**src/rtl/uart_pkg.sv**
```systemverilog
// Shared UART definitions used by both the receiver and the transmitter.
package uart_pkg;

  localparam int unsigned UART_DATA_BITS = 8;
  localparam logic        UART_IDLE_LVL  = 1'b1;

  typedef enum logic [2:0] {
    LINE_WAIT,
    IDLE,
    START,
    DATA,
    STOP
  } rx_state_t;

endpackage

```
**src/rtl/uart_sync2.sv**
```systemverilog
// Two-flop synchronizer for the asynchronous serial line; resets to the idle level.
module uart_sync2
  import uart_pkg::*;
(
  input  logic clk,
  input  logic rst,
  input  logic d,
  output logic q
);

  logic meta;

  always_ff @(posedge clk or negedge rst) begin
    if (!rst) begin
      meta <= UART_IDLE_LVL;
      q    <= UART_IDLE_LVL;
    end else begin
      meta <= d;
      q    <= meta;
    end
  end

endmodule

```
**src/rtl/uart_rx.sv**
```systemverilog
// 8N1 UART receiver: mid-bit sampling, start/stop checking, valid/ready output
// with framing-error and overrun pulses.
module uart_rx
  import uart_pkg::*;
#(
  parameter int unsigned CLKS_PER_BIT = 16,
  parameter int unsigned DATA_BITS    = UART_DATA_BITS
) (
  input  logic                 clk,
  input  logic                 rst,
  input  logic                 rx,
  output logic [DATA_BITS-1:0] out_data,
  output logic                 out_valid,
  input  logic                 out_ready,
  output logic                 busy,
  output logic                 frame_err,
  output logic                 overrun
);

  localparam int unsigned CNT_W = $clog2(CLKS_PER_BIT);
  localparam int unsigned IDX_W = $clog2(DATA_BITS + 1);

  localparam logic [CNT_W-1:0] HALF_LAST = CNT_W'(CLKS_PER_BIT / 2 - 1);
  localparam logic [CNT_W-1:0] FULL_LAST = CNT_W'(CLKS_PER_BIT - 1);
  localparam logic [IDX_W-1:0] IDX_LAST  = IDX_W'(DATA_BITS - 1);

  rx_state_t            state;
  logic                 rx_s;
  logic [CNT_W-1:0]     clk_cnt;
  logic [IDX_W-1:0]     bit_idx;
  logic [DATA_BITS-1:0] shift;

  uart_sync2 u_sync (
    .clk (clk),
    .rst (rst),
    .d   (rx),
    .q   (rx_s)
  );

  // busy is kept as a registered copy of (state != IDLE), updated on every transition
  always_ff @(posedge clk or negedge rst) begin
    if (!rst) begin
      state     <= LINE_WAIT;
      busy      <= 1'b1;
      clk_cnt   <= '0;
      bit_idx   <= '0;
      shift     <= '0;
      out_data  <= '0;
      out_valid <= 1'b0;
      frame_err <= 1'b0;
      overrun   <= 1'b0;
    end else begin
      frame_err <= 1'b0;
      overrun   <= 1'b0;
      if (out_valid && out_ready) begin
        out_valid <= 1'b0;
      end

      case (state)
        LINE_WAIT: begin
          if (rx_s == UART_IDLE_LVL) begin
            state   <= IDLE;
            busy    <= 1'b0;
            clk_cnt <= '0;
          end
        end

        IDLE: begin
          if (rx_s != UART_IDLE_LVL) begin
            state   <= START;
            busy    <= 1'b1;
            clk_cnt <= '0;
          end
        end

        // Re-check the start bit at its midpoint to reject glitches
        START: begin
          if (clk_cnt == HALF_LAST) begin
            clk_cnt <= '0;
            if (rx_s == UART_IDLE_LVL) begin
              state <= IDLE;
              busy  <= 1'b0;
            end else begin
              state   <= DATA;
              bit_idx <= '0;
            end
          end else begin
            clk_cnt <= clk_cnt + CNT_W'(1);
          end
        end

        DATA: begin
          if (clk_cnt == FULL_LAST) begin
            clk_cnt <= '0;
            shift   <= {rx_s, shift[DATA_BITS-1:1]};
            bit_idx <= bit_idx + IDX_W'(1);
            if (bit_idx == IDX_LAST) begin
              state <= STOP;
            end
          end else begin
            clk_cnt <= clk_cnt + CNT_W'(1);
          end
        end

        // Leaving mid-stop-bit lets a back-to-back start edge be caught
        STOP: begin
          if (clk_cnt == FULL_LAST) begin
            clk_cnt <= '0;
            if (rx_s == UART_IDLE_LVL) begin
              state <= IDLE;
              busy  <= 1'b0;
              if (!out_valid || out_ready) begin
                out_data  <= shift;
                out_valid <= 1'b1;
              end else begin
                overrun <= 1'b1;
              end
            end else begin
              state     <= LINE_WAIT;
              frame_err <= 1'b1;
            end
          end else begin
            clk_cnt <= clk_cnt + CNT_W'(1);
          end
        end

        default: begin
          state   <= LINE_WAIT;
          busy    <= 1'b1;
          clk_cnt <= '0;
        end
      endcase
    end
  end

endmodule
```
**config.mk**
```make
export PLATFORM = sky130hd
export DESIGN_NAME = uart_rx
export DESIGN_NICKNAME = d
export VERILOG_FILES = /design/src/rtl/uart_pkg.sv /design/src/rtl/uart_sync2.sv /design/src/rtl/uart_rx.sv
export SDC_FILE = /design/constraint.sdc
export NUM_CORES = 1
export LEC_CHECK = 0
export ABC_AREA = 1
export BUFFER_PORTS_ARGS = -buffer_cell sky130_fd_sc_hd__buf_2
export CORE_MARGIN = 2
export CORE_UTILIZATION = 30
export DETAILED_ROUTE_END_ITERATION = 12
export GPL_TIMING_DRIVEN = 0
export SYNTH_ARGS = -nofsm -noshare
export SYNTH_HDL_FRONTEND = slang
export SYNTH_SLANG_ARGS = --single-unit
```
**constraint.sdc**
```tcl
create_clock -name clk -period 1.3 [get_ports clk]
set_input_delay 0.065 -clock clk [delete_from_list [all_inputs] [get_ports clk]]
set_output_delay 0.065 -clock clk [all_outputs]
set_load 0.05 [all_outputs]
```
==> summary.txt, run 1 <==
CTS clk-pin slew, worst paths = 0.08 ns
outcome = complete, but fails checks
all-layer global routing usage = 11.84%
Post-Synthesis Cells = 177
Antenna Violating Nets Remaining = 0
pre-CTS WS = -0.1140 ns
Sink Count = 33
Critical Path Start Type = register
clock latency of the later-clocked register in the worst-skew pair = 0.29 ns
Peak Freq = 732.0 MHz
total I/O pin count = 16
placed wire-length estimate after detailed placement = 1943 um
maximum number of pins on one net before global-route repair = 34
critical path required time = 1.48 ns
Tcrit/Tclk final = 105.1%
TritonCTS clock tree = done
Die X-Extent = 76.55 um
fraction of layout cells with a size suffix above 1 = 36.57%
maximum level of the CTS H-tree = 2
DR pass1 iterations = 4
CP Data Arrival Time = 1.54 ns
number of distinct standard cells referenced by the synthesized netlist = 25
CTS root buffer = sky130_fd_sc_hd__clkbuf_8
cell area after synthesis = 0.001579 mm^2
Warnings, synthesis = 0
Congestion Overflow GR = 0
count of nets after finishing = 221
Die Outline Area = 0.005860 mm^2
wire length of the first global-routing pass = 5520 um
routed len/inst = 10.87 um
endpoints failing setup = 12
layout overhead on the synthesized area = 33.84%
headroom to the max-slew limit = 50.71%
average size of a mapped cell = 8.921 um^2
slew at the pin closest to its max-slew limit = 0.7394 ns
vias post-DR = 1244
static power due to leakage = 1.023 nW
post-synth net total = 183
number of buffers on the longest clock path = 2
highest ir drop seen on vdd = 985.2 uV
sum of routed wire length over all layers = 3109 um
worst clock skew = 0.009649 ns
maximum net fanout on the critical path = 5
violated checks = setup timing
proportion of synthesized chip area in sequential cells = 52.54%
starting density of the core = 30.92%
final worst-path setup slack = -0.06604 ns
# Max-Cap Violations = 0
areal power density over the cells = 1705 mW/mm^2
endpoint type of the worst setup path = register
number of antenna violations at the first check in global routing = 0
Core Area = 0.005107 mm^2
final-layout setup total negative slack = -0.4488 ns
shortest period the worst path allows = 1.366 ns
number of hold violations in the final report = 0
type of the worst min-delay path = in -> reg
residual DRC count = 0
Die H = 76.55 um
flops & latches, synth = 33
via count of the first global-routing pass = 1257
Total Power = 3.603 mW
count of standard-cell rows = 26
Worst Path Class, Setup = reg -> reg
Buffers on Ports = 15
final antenna diode count = 0
total count of max-transition violations in the final report = 0
average via count per standard cell = 4.350
first-iteration detailed-routing DRC count = 70
unrepaired setup endpoints after global routing = yes
placer's final routability congestion estimate = 0.8176
TritonCTS Buffers = 5
==> power by group <==
part | switching [mW] | total (mW) | internal [mW]
Combinational | 0.789 | 1.35 | 0.564
Clock | 0.378 | 1.00 | 0.625
Sequential | 0.103 | 1.25 | 1.14
==> cells in the final DEF (no fill, tap or decap), types with 7 or more instances in the layout <==
| cell | instances |
|---|---|
| sky130_fd_sc_hd__o21ai_1 | 11 |
| sky130_fd_sc_hd__nor2_1 | 9 |
| sky130_fd_sc_hd__nand3_1 | 9 |
| sky130_fd_sc_hd__nand2_1 | 48 |
| sky130_fd_sc_hd__buf_4 | 13 |
| sky130_fd_sc_hd__nand2_4 | 7 |
| sky130_fd_sc_hd__buf_2 | 15 |
| sky130_fd_sc_hd__dfrtp_1 | 27 |
| sky130_fd_sc_hd__o21ai_2 | 8 |
| sky130_fd_sc_hd__inv_1 | 17 |
==> sequential cells by signal, summed over array words and instances, names as in the netlist <==
signal	cells
bit_idx	4
frame_err	1
busy	1
out_valid	1
shift	8
state	3
u_sync.meta	1
overrun	1
out_data	8
u_sync.q	1
clk_cnt	4
==> cell usage after synthesis (all sizes together) <==
cell	number	area, um^2
a21oi	1	5.000
and2	1	8.760
buf	4	41.29
dfrtp	30	750.7
dfstp	3	78.83
ha	2	25.02
inv	19	71.31
nand2	59	231.5
nand3	12	85.08
nand3b	1	7.510
nand4	2	12.51
nor2	16	82.58
nor3	1	5.000
o211ai	1	7.510
o21ai	22	140.1
xnor2	1	8.760
xor2	2	17.52
==> per-stage QoR <==
stage                     hold WS (ns)  cell area (um^2)  utilization (%)  std cells
after detailed placement        0.1788              1760            34.47        262
after CTS                      0.09113              2058            40.30        283
after global placement          0.1720              1760            34.47        262
after global routing            0.1467              2113            41.38        286
final                          0.09604              2113            41.38        286
after floorplan                -0.2306              1598                -        177
==> critical path, cell delays in order (launching register included) <==
cell                      delay (ns)
sky130_fd_sc_hd__dfrtp_1        0.39
sky130_fd_sc_hd__ha_4           0.17
sky130_fd_sc_hd__nand3_4        0.13
sky130_fd_sc_hd__nor2_4         0.14
sky130_fd_sc_hd__nand3_4        0.15
sky130_fd_sc_hd__buf_12         0.18
sky130_fd_sc_hd__nand2_4        0.05
sky130_fd_sc_hd__o21ai_2        0.04
==> kinds of logic (layout without fill, tap and decap cells) <==
| family | Yosys count | count (layout) | share of synthesized area [%] |
|---|---|---|---|
| fa+ha+maj | 2 | 2 | 1.585 |
| compound gates | 24 | 24 | 9.667 |
| xor+xnor | 3 | 3 | 1.664 |
| simple gates | 92 | 92 | 27.42 |
| flops | 33 | 33 | 52.54 |
| buf+inv | 23 | 62 | 7.131 |
==> final timing paths <==
| kind | start | to | slack [ns] | cells past startpoint |
|---|---|---|---|---|
| worst max-delay path | clk_cnt[0] | out_data[4] | -0.07 | 7 |
| worst min-delay path | out_ready | out_valid | 0.1 | 4 |
| worst max register to register | clk_cnt[0] | out_data[4] | -0.07 | 7 |
| worst min register to register | u_sync.meta | u_sync.q | 0.36 | 0 |
| max in group asynchronous | rst | state[2] | 0.40 | 2 |
| min in group asynchronous | rst | shift[4] | 0.38 | 2 |
==> area by class of cell <==
| type | count | area [um^2] |
|---|---|---|
| Buffer | 3 | 37.54 |
| Clock buffer | 7 | 86.33 |
| Clock inverter | 1 | 30.03 |
| Fill cell | 512 | 2994 |
| Inverter | 19 | 71.32 |
| Multi-Input combinational cell | 121 | 726.9 |
| Sequential cell | 33 | 833.3 |
| Tap cell | 70 | 87.58 |
| Timing Repair Buffer | 32 | 240.2 |
==> per-layer routing <==
layer	vias to the layer above	global-route usage (%)	routed length (um)
li1	632	-	-
met1	586	14.25	1473
met2	19	19.29	1474
met3	7	3.555	95
met4	0	5.818	64
met5	-	0	0
==> repair_timing <==
item	CTS	global route
setup buffers	11	3
cloned	1	0
hold buffers	2	0
resized for setup	16	10
hold endpoints to repair	31	0
pin swaps	6	3
setup endpoints to repair	25	27
(Power assumes the default switching activity.)
==> run 2, diff against run 1 <==
--- a/config.mk
+++ b/config.mk
@@ -11,6 +11,7 @@
 export CORE_UTILIZATION = 30
 export DETAILED_ROUTE_END_ITERATION = 12
 export GPL_TIMING_DRIVEN = 0
+export SETUP_SLACK_MARGIN = 0.15
 export SYNTH_ARGS = -nofsm -noshare
 export SYNTH_HDL_FRONTEND = slang
 export SYNTH_SLANG_ARGS = --single-unit
==> summary.txt, run 2 (synthesis gave the netlist of run 1 again) <==
vias post-DR = 1293 (was 1244)
endpoint type of the worst setup path = register (unchanged)
commonest non-fill, non-tap cell in the layout = sky130_fd_sc_hd__nand2_1 (unchanged)
static power due to leakage = 1.020 nW (was 1.023 nW)
Min-Delay Endpoint = overrun (was out_valid)
relative contribution of sequential cells to total power = 32.8% (was 34.6%)
setup slack, reg-to-reg = -0.09 ns (was -0.07 ns)
launching instance or port of the critical path = clk_cnt[0] (unchanged)
average via count per standard cell = 4.537 (was 4.350)
number of antenna violations at the first check in global routing = 0 (unchanged)
clock latency of the later-clocked register in the worst-skew pair = 0.28 ns (was 0.29 ns)
Peak Freq = 720.8 MHz (was 732.0 MHz)
areal power density over the cells = 1756 mW/mm^2 (was 1705 mW/mm^2)
routed len/inst = 11.22 um (was 10.87 um)
start of the worst register-to-register path = clk_cnt[0] (unchanged)
buffers and inverters on the worst path = 1 (unchanged)
unrepaired setup endpoints after global routing = yes (unchanged)
CP Data Arrival Time = 1.56 ns (was 1.54 ns)
Die H = 76.55 um (unchanged)
slew at the pin closest to its max-slew limit = 0.7363 ns (was 0.7394 ns)
Die Outline Area = 0.005860 mm^2 (unchanged)
Total Power = 3.817 mW (was 3.603 mW)
post-layout instance count excluding filler cells = 285 (was 286)
Clock Power Share = 26.1% (was 27.8%)
via count of the first global-routing pass = 1314 (was 1257)
worst clock skew = 0.004581 ns (was 0.009649 ns)
placer's final routability congestion estimate = 0.8027 (was 0.8176)
sum of routed wire length over all layers = 3198 um (was 3109 um)
residual DRC count = 0 (unchanged)
highest ir drop seen on vdd = 651.1 uV (was 985.2 uV)
endpoints failing setup = 13 (was 12)
headroom to the max-slew limit = 50.91% (was 50.71%)
violated checks = setup timing (unchanged)
number of buffers on the longest clock path = 2 (unchanged)
maximum net fanout on the critical path = 10 (was 5)
slowest library cell on the worst path = sky130_fd_sc_hd__dfrtp_1 (unchanged)
# Max-Cap Violations = 0 (unchanged)
sequence of cells on the critical path = ha_4 > nand3_4 > nor2_4 > nand3_4 > buf_12 > nand2_4 > o21ai_2 (unchanged)
CTS root buffer = sky130_fd_sc_hd__clkbuf_8 (unchanged)
Core Area = 0.005107 mm^2 (unchanged)
first-iteration detailed-routing DRC count = 107 (was 70)
TritonCTS Buffers = 5 (unchanged)
Buffers on Ports = 15 (unchanged)
wire length of the first global-routing pass = 5533 um (was 5520 um)
maximum level of the CTS H-tree = 2 (unchanged)
outcome = complete, but fails checks (unchanged)
total area of multi-input combinational cells = 788.3 um^2 (was 726.9 um^2)
CTS clk-pin slew, worst paths = 0.07 ns (was 0.08 ns)
commonest cells after routing, fill and taps aside = sky130_fd_sc_hd__nand2_1, sky130_fd_sc_hd__dfrtp_1, sky130_fd_sc_hd__buf_2 (was sky130_fd_sc_hd__nand2_1, sky130_fd_sc_hd__dfrtp_1, sky130_fd_sc_hd__inv_1)
total I/O pin count = 16 (unchanged)
total net switching power = 1.396 mW (was 1.270 mW)
all-layer global routing usage = 11.82% (was 11.84%)
layout overhead on the synthesized area = 37.64% (was 33.84%)
RR Endpoint = out_data[2] (was out_data[4])
starting density of the core = 30.92% (unchanged)
dominant delay contributor by cell family on the critical path = simple AND/OR/NAND/NOR gates (unchanged)
largest registers = out_data x8, shift x8 (unchanged)
depth of the worst hold-timing path = 4 (unchanged)
TritonCTS clock tree = done (unchanged)
count of nets after finishing = 220 (was 221)
count of standard-cell rows = 26 (unchanged)
fraction of layout cells with a size suffix above 1 = 45.12% (was 36.57%)
biggest cell delay along the critical path = 0.41 ns (was 0.39 ns)
Worst Path Class, Setup = reg -> reg (unchanged)
share of the core filled with cells = 42.55% (was 41.38%)
Logic pwr share = 41.1% (was 37.6%)
Tcrit/Tclk final = 106.7% (was 105.1%)
start point of the worst hold path = out_ready (unchanged)
type of the worst min-delay path = in -> reg (unchanged)
placed wire-length estimate after detailed placement = 1965 um (was 1943 um)
register area = 833.3 um^2 (unchanged)
post-placement cell count = 262 (unchanged)
Congestion Overflow GR = 0 (unchanged)
critical path required time = 1.47 ns (was 1.48 ns)
maximum number of pins on one net before global-route repair = 34 (unchanged)
fraction of power spent switching nets = 36.58% (was 35.25%)
final antenna diode count = 0 (unchanged)
shortest period the worst path allows = 1.387 ns (was 1.366 ns)
Critical Path Start Type = register (unchanged)
number of hold violations in the final report = 0 (unchanged)
Sink Count = 33 (unchanged)
final worst-path setup slack = -0.08738 ns (was -0.06604 ns)
fill cell instance count of the final layout = 495 (was 512)
Die X-Extent = 76.55 um (unchanged)
internal power of the cells = 2.421 mW (was 2.333 mW)
DR pass1 iterations = 4 (unchanged)
FF-to-FF path depth = 7 (unchanged)
Antenna Violating Nets Remaining = 0 (unchanged)
total count of max-transition violations in the final report = 0 (unchanged)
cell with the most instances on the worst path = sky130_fd_sc_hd__nand3_4 (unchanged)
==> run 2: changes by cell type in the layout (fill, tap and decap cells not counted), moves of 2 or more <==
cell | previous run | this run
sky130_fd_sc_hd__inv_2 | 2 | 6
sky130_fd_sc_hd__buf_4 | 13 | 8
sky130_fd_sc_hd__nor2_1 | 9 | 7
sky130_fd_sc_hd__buf_6 | 2 | 7
sky130_fd_sc_hd__o21ai_0 | 3 | 0
sky130_fd_sc_hd__inv_1 | 17 | 13
sky130_fd_sc_hd__nand2_2 | 4 | 13
sky130_fd_sc_hd__o21ai_1 | 11 | 13
sky130_fd_sc_hd__nand3_1 | 9 | 7
sky130_fd_sc_hd__nand2_1 | 48 | 38
==> run 2: timing repair <==
action / 4_1_cts / 5_1_grt
pin swaps: 6 / 10
buffers inserted: 9 / 4
hold buffers: 2 / 0
hold endpoints to repair: 31 / 0
setup endpoints to repair: 28 / 31
resized for setup: 21 / 31
==> run 2: per-stage QoR <==
stage          setup TNS, ns  worst slack [ns]  hold WS, ns  area, um^2
6_report             -0.7463          -0.08738      0.09142        2173
5_1_grt               -2.212           -0.1481       0.1336        2173
4_1_cts              -0.5126          -0.05247      0.09509        2029
3_5_place_dp          -1.020           -0.1092       0.1729        1765
3_3_place_gp         -0.6003          -0.09548       0.1783        1765
2_1_floorplan              0           0.02183      -0.2306        1603
==> run 2: worst max path at each step <==
| stage | end | slack (ns) | cells after the start |
|---|---|---|---|
| 5_1_grt | state[0] | -0.15 | 8 |
| 3_5_place_dp | out_data[1] | -0.11 | 7 |
| 6_report | out_data[2] | -0.09 | 7 |
| 3_3_place_gp | out_data[2] | -0.1 | 7 |
| 2_1_floorplan | out_data[1] | 0.02 | 7 |
| 4_1_cts | out_data[7] | -0.05 | 8 |
==> run 2: cell type report <==
class	instances	area share (%)
clock inverter	1	1.382
timing repair buffer	30	10.25
clock buffer	7	3.972
tap	70	4.030
multi-input combinational	121	36.27
sequential	33	38.34
inverter	19	3.282
buffer	4	2.476
==> run 2: worst reg2reg max path: stages, from the launching register on <==
cell                      delay [ns]
sky130_fd_sc_hd__dfrtp_1        0.41
sky130_fd_sc_hd__ha_4           0.18
sky130_fd_sc_hd__nand3_4        0.15
sky130_fd_sc_hd__nor2_4         0.17
sky130_fd_sc_hd__nand3_4        0.11
sky130_fd_sc_hd__buf_12         0.17
sky130_fd_sc_hd__nand2_4        0.05
sky130_fd_sc_hd__o21ai_2        0.04
==> run 2: power groups by stage <==
| stage | Combinational [mW] | Clock [mW] | Sequential [mW] |
|---|---|---|---|
| 6_report | 1.57 | 0.998 | 1.25 |
| 5_1_grt | 1.74 | 1.08 | 1.26 |
| 4_1_cts | 1.24 | 1.04 | 1.27 |
| 3_5_place_dp | 0.954 | 0 | 1.29 |
| 3_3_place_gp | 0.949 | 0 | 1.28 |
| 2_1_floorplan | 0.728 | 0 | 1.32 |
==> run 2: layer usage <==
| metal | track usage, % | vias to the layer above | routed length [um] |
|---|---|---|---|
| met2 | 20.35 | 27 | 1595 |
| met3 | 2.133 | 11 | 94 |
| met1 | 13.82 | 619 | 1409 |
| li1 | - | 636 | - |
| met5 | 0 | - | 0 |
| met4 | 6.727 | 0 | 98 |
==> run 3, diff against run 2 <==
--- a/config.mk
+++ b/config.mk
@@ -5,7 +5,7 @@
 export SDC_FILE = /design/constraint.sdc
 export NUM_CORES = 1
 export LEC_CHECK = 0
-export ABC_AREA = 1
+export ABC_AREA = 0
 export BUFFER_PORTS_ARGS = -buffer_cell sky130_fd_sc_hd__buf_2
 export CORE_MARGIN = 2
 export CORE_UTILIZATION = 30
==> summary.txt, run 3 <==
outcome = complete, but fails checks (unchanged)
violated checks = setup timing (unchanged)
number of hold violations in the final report = 0 (unchanged)
start point of the worst hold path = out_ready (unchanged)
simple logic cell fraction of the synthesized area = 15.58% (was 27.42%)
residual DRC count = 0 (unchanged)
static power due to leakage = 0.9761 nW (was 1.020 nW)
clock latency of the later-clocked register in the worst-skew pair = 0.28 ns (about the same)
number of enable flip-flop cells after synthesis = 0 (unchanged)
flops & latches, synth = 33 (unchanged)
RR Endpoint = bit_idx[0] (was out_data[2])
number of buffers on the longest clock path = 2 (unchanged)
post-synth net total = 124 (was 183)
number of distinct standard cells referenced by the synthesized netlist = 38 (was 25)
headroom to the max-slew limit = 50.88% (was 50.91%)
TritonCTS clock tree = done (unchanged)
sum of routed wire length over all layers = 2998 um (was 3198 um)
Synth async-reset ratio = 100.0% (unchanged)
area share of xor/xnor cells in the synthesized design = 1.778% (was 1.664%)
CTS root buffer = sky130_fd_sc_hd__clkbuf_8 (unchanged)
largest registers = out_data x8, shift x8 (unchanged)
pre-CTS WS = -0.4821 ns (was -0.1092 ns)
commonest non-fill, non-tap cell in the layout = sky130_fd_sc_hd__dfrtp_1 (was sky130_fd_sc_hd__nand2_1)
highest ir drop seen on vdd = 1059 uV (was 651.1 uV)
most frequent cell after synthesis = sky130_fd_sc_hd__dfrtp_1 (was sky130_fd_sc_hd__nand2_1)
routed length on met3 = 155 um (was 94 um)
starting density of the core = 31.28% (was 30.92%)
average size of a mapped cell = 12.52 um^2 (was 8.921 um^2)
Worst Path Class, Setup = reg -> reg (unchanged)
# Max-Cap Violations = 0 (unchanged)
layout overhead on the synthesized area = 40.05% (was 37.64%)
endpoint type of the worst setup path = register (unchanged)
first-iteration detailed-routing DRC count = 38 (was 107)
depth of the worst hold-timing path = 3 (was 4)
Antenna Violating Nets Remaining = 0 (unchanged)
placed wire-length estimate after detailed placement = 1875 um (was 1965 um)
Congestion Overflow GR = 0 (unchanged)
Total Power = 3.114 mW (was 3.817 mW)
Sink Count = 33 (unchanged)
wire length of the first global-routing pass = 4643 um (was 5533 um)
endpoints failing setup = 27 (was 13)
Die H = 74.18 um (was 76.55 um)
Die Outline Area = 0.005503 mm^2 (was 0.005860 mm^2)
number of antenna violations at the first check in global routing = 0 (unchanged)
top post-synthesis cells by count = sky130_fd_sc_hd__dfrtp_1, sky130_fd_sc_hd__mux2_2, sky130_fd_sc_hd__nand3_1 (was sky130_fd_sc_hd__nand2_1, sky130_fd_sc_hd__dfrtp_1, sky130_fd_sc_hd__inv_1)
unrepaired setup endpoints after global routing = yes (unchanged)
start of the worst register-to-register path = clk_cnt[1] (was clk_cnt[0])
total I/O pin count = 16 (unchanged)
Die X-Extent = 74.18 um (was 76.55 um)
portion of synthesized cell area occupied by the leading cell type = 50.80% (was 47.54%)
cell area after synthesis = 0.001478 mm^2 (was 0.001579 mm^2)
maximum level of the CTS H-tree = 2 (unchanged)
FF-to-FF path depth = 5 (was 7)
average via count per standard cell = 4.827 (was 4.537)
maximum net fanout on the critical path = 4 (was 10)
Tcrit/Tclk final = 133.7% (was 106.7%)
worst clock skew = 0.005155 ns (was 0.004581 ns)
setup slack, reg-to-reg = -0.44 ns (was -0.09 ns)
metal2 WL = 1487 um (was 1595 um)
routed len/inst = 13.27 um (was 11.22 um)
top routing layer used = met4 (unchanged)
via count of the first global-routing pass = 1080 (was 1314)
final antenna diode count = 0 (unchanged)
type of the worst min-delay path = in -> reg (unchanged)
Peak Freq = 575.3 MHz (was 720.8 MHz)
Synth area leaders = sky130_fd_sc_hd__dfrtp_1, sky130_fd_sc_hd__mux2_2, sky130_fd_sc_hd__dfstp_2 (was sky130_fd_sc_hd__dfrtp_1, sky130_fd_sc_hd__nand2_1, sky130_fd_sc_hd__dfstp_2)
all-layer global routing usage = 11.10% (was 11.82%)
Critical Path Start Type = register (unchanged)
share of synthesized area spent on multiplexers = 13.97% (was 0%)
M1 WL = 1293 um (was 1409 um)
slew at the pin closest to its max-slew limit = 0.7368 ns (was 0.7363 ns)
count of nets after finishing = 164 (was 220)
Core Area = 0.004723 mm^2 (was 0.005107 mm^2)
fraction of layout cells with a size suffix above 1 = 53.46% (was 45.12%)
DR pass1 iterations = 4 (unchanged)
commonest register cell after synthesis = sky130_fd_sc_hd__dfrtp_1 (unchanged)
commonest cells after routing, fill and taps aside = sky130_fd_sc_hd__dfrtp_1, sky130_fd_sc_hd__mux2_4, sky130_fd_sc_hd__buf_4 (was sky130_fd_sc_hd__nand2_1, sky130_fd_sc_hd__dfrtp_1, sky130_fd_sc_hd__buf_2)
shortest period the worst path allows = 1.738 ns (was 1.387 ns)
Yosys top cell by area = sky130_fd_sc_hd__dfrtp_1 (unchanged)
maximum number of pins on one net before global-route repair = 34 (unchanged)
critical path required time = 1.47 ns (about the same)
Post-Synthesis Cells = 118 (was 177)
fill cell instance count of the final layout = 433 (was 495)
Min-Delay Endpoint = overrun (unchanged)
CP Data Arrival Time = 1.90 ns (was 1.56 ns)
count of standard-cell rows = 25 (was 26)
Buffers on Ports = 15 (unchanged)
final worst-path setup slack = -0.4381 ns (was -0.08738 ns)
TritonCTS Buffers = 5 (unchanged)
Synth Area in Compound Gates = 8.467% (was 9.667%)
total count of max-transition violations in the final report = 0 (unchanged)
main combinational cell family by area after synthesis = simple AND/OR/NAND/NOR gates (unchanged)
proportion of synthesized chip area in sequential cells = 56.14% (was 52.54%)
vias post-DR = 1091 (was 1293)
areal power density over the cells = 1505 mW/mm^2 (was 1756 mW/mm^2)
CTS clk-pin slew, worst paths = 0.07 ns (about the same)
Warnings, synthesis = 0 (unchanged)
placer's final routability congestion estimate = 0.8070 (was 0.8027)
adder-cell area share of the yosys netlist = 1.693% (was 1.585%)
-- run 3: changes by cell type after synthesis, sizes merged, moves of 2 or more --
cell,delta
nand2,-51
o21ai,-19
inv,-18
mux2,+18
nor2,-11
a22o,+5
nand2b,+5
nand3,-4
nor2b,+2
-- run 3: kinds of logic (layout without fill, tap and decap cells) --
logic type,after synthesis,in the layout
flops,33,33
fa+ha+maj,2,2
mux,18,18
xor+xnor,3,3
buf+inv,6,47
simple gates,40,40
compound gates,16,16
-- run 3: worst max path at each step --
stage                from         end  slack, ns  cells past startpoint
3_3_place_gp   clk_cnt[1]  bit_idx[0]      -0.47                      5
6_report       clk_cnt[1]  bit_idx[0]      -0.44                      5
5_1_grt        clk_cnt[1]  bit_idx[0]      -0.49                      5
4_1_cts        clk_cnt[0]  bit_idx[0]      -0.44                      5
2_1_floorplan    state[2]  bit_idx[0]      -0.40                      5
3_5_place_dp   clk_cnt[1]  bit_idx[0]      -0.48                      5
-- run 3: power by group --
part           switching, mW  total, mW  internal (mW)
Clock                  0.380      0.749          0.369
Sequential             0.178       1.39           1.21
Combinational          0.386      0.979          0.593
-- run 3: critical path: stages, from the launching register on --
cell	delay (ns)
sky130_fd_sc_hd__dfrtp_1	0.40
sky130_fd_sc_hd__ha_4	0.17
sky130_fd_sc_hd__nand2_4	0.05
sky130_fd_sc_hd__or4_4	0.54
sky130_fd_sc_hd__a21o_1	0.21
sky130_fd_sc_hd__mux2_4	0.26
-- run 3: layout make-up --
class	count	area, um^2	area share, %
sequential	33	829.5	40.08
multi-input combinational	79	772.0	37.30
timing repair buffer	33	234.0	11.31
tap	67	83.83	4.051
clock buffer	5	68.82	3.325
buffer	5	60.06	2.902
clock inverter	3	17.52	0.8464
inverter	1	3.754	0.1814
-- run 3: per-layer routing --
metal | GRT usage (%) | vias up
met3 | 4.201 | 8
met1 | 13.46 | 541
met2 | 17.46 | 40
met4 | 5.253 | 0
met5 | 0 | -
li1 | - | 502
-- run 3: what timing repair did --
action	CTS	global route
endpoints found under the hold margin	31	0
hold buffers	2	0
buffers inserted	11	5
gates resized for setup	11	12
setup endpoints to repair	30	32
pin swaps	8	3
-- run 3: through the flow --
| stage | hold slack, ns | utilization, % | setup TNS [ns] | cells | instance area [um^2] |
|---|---|---|---|---|---|
| final | 0.1528 | 43.81 | -8.933 | 226 | 2069 |
| after global routing | 0.1829 | 43.81 | -10.55 | 226 | 2069 |
| after CTS | 0.1209 | 42.07 | -8.227 | 221 | 1987 |
| after detailed placement | 0.1738 | 36.77 | -8.432 | 200 | 1737 |
| after global placement | 0.1626 | 36.77 | -8.147 | 200 | 1737 |
| after floorplan | -0.2306 | - | -5.404 | 118 | 1578 |
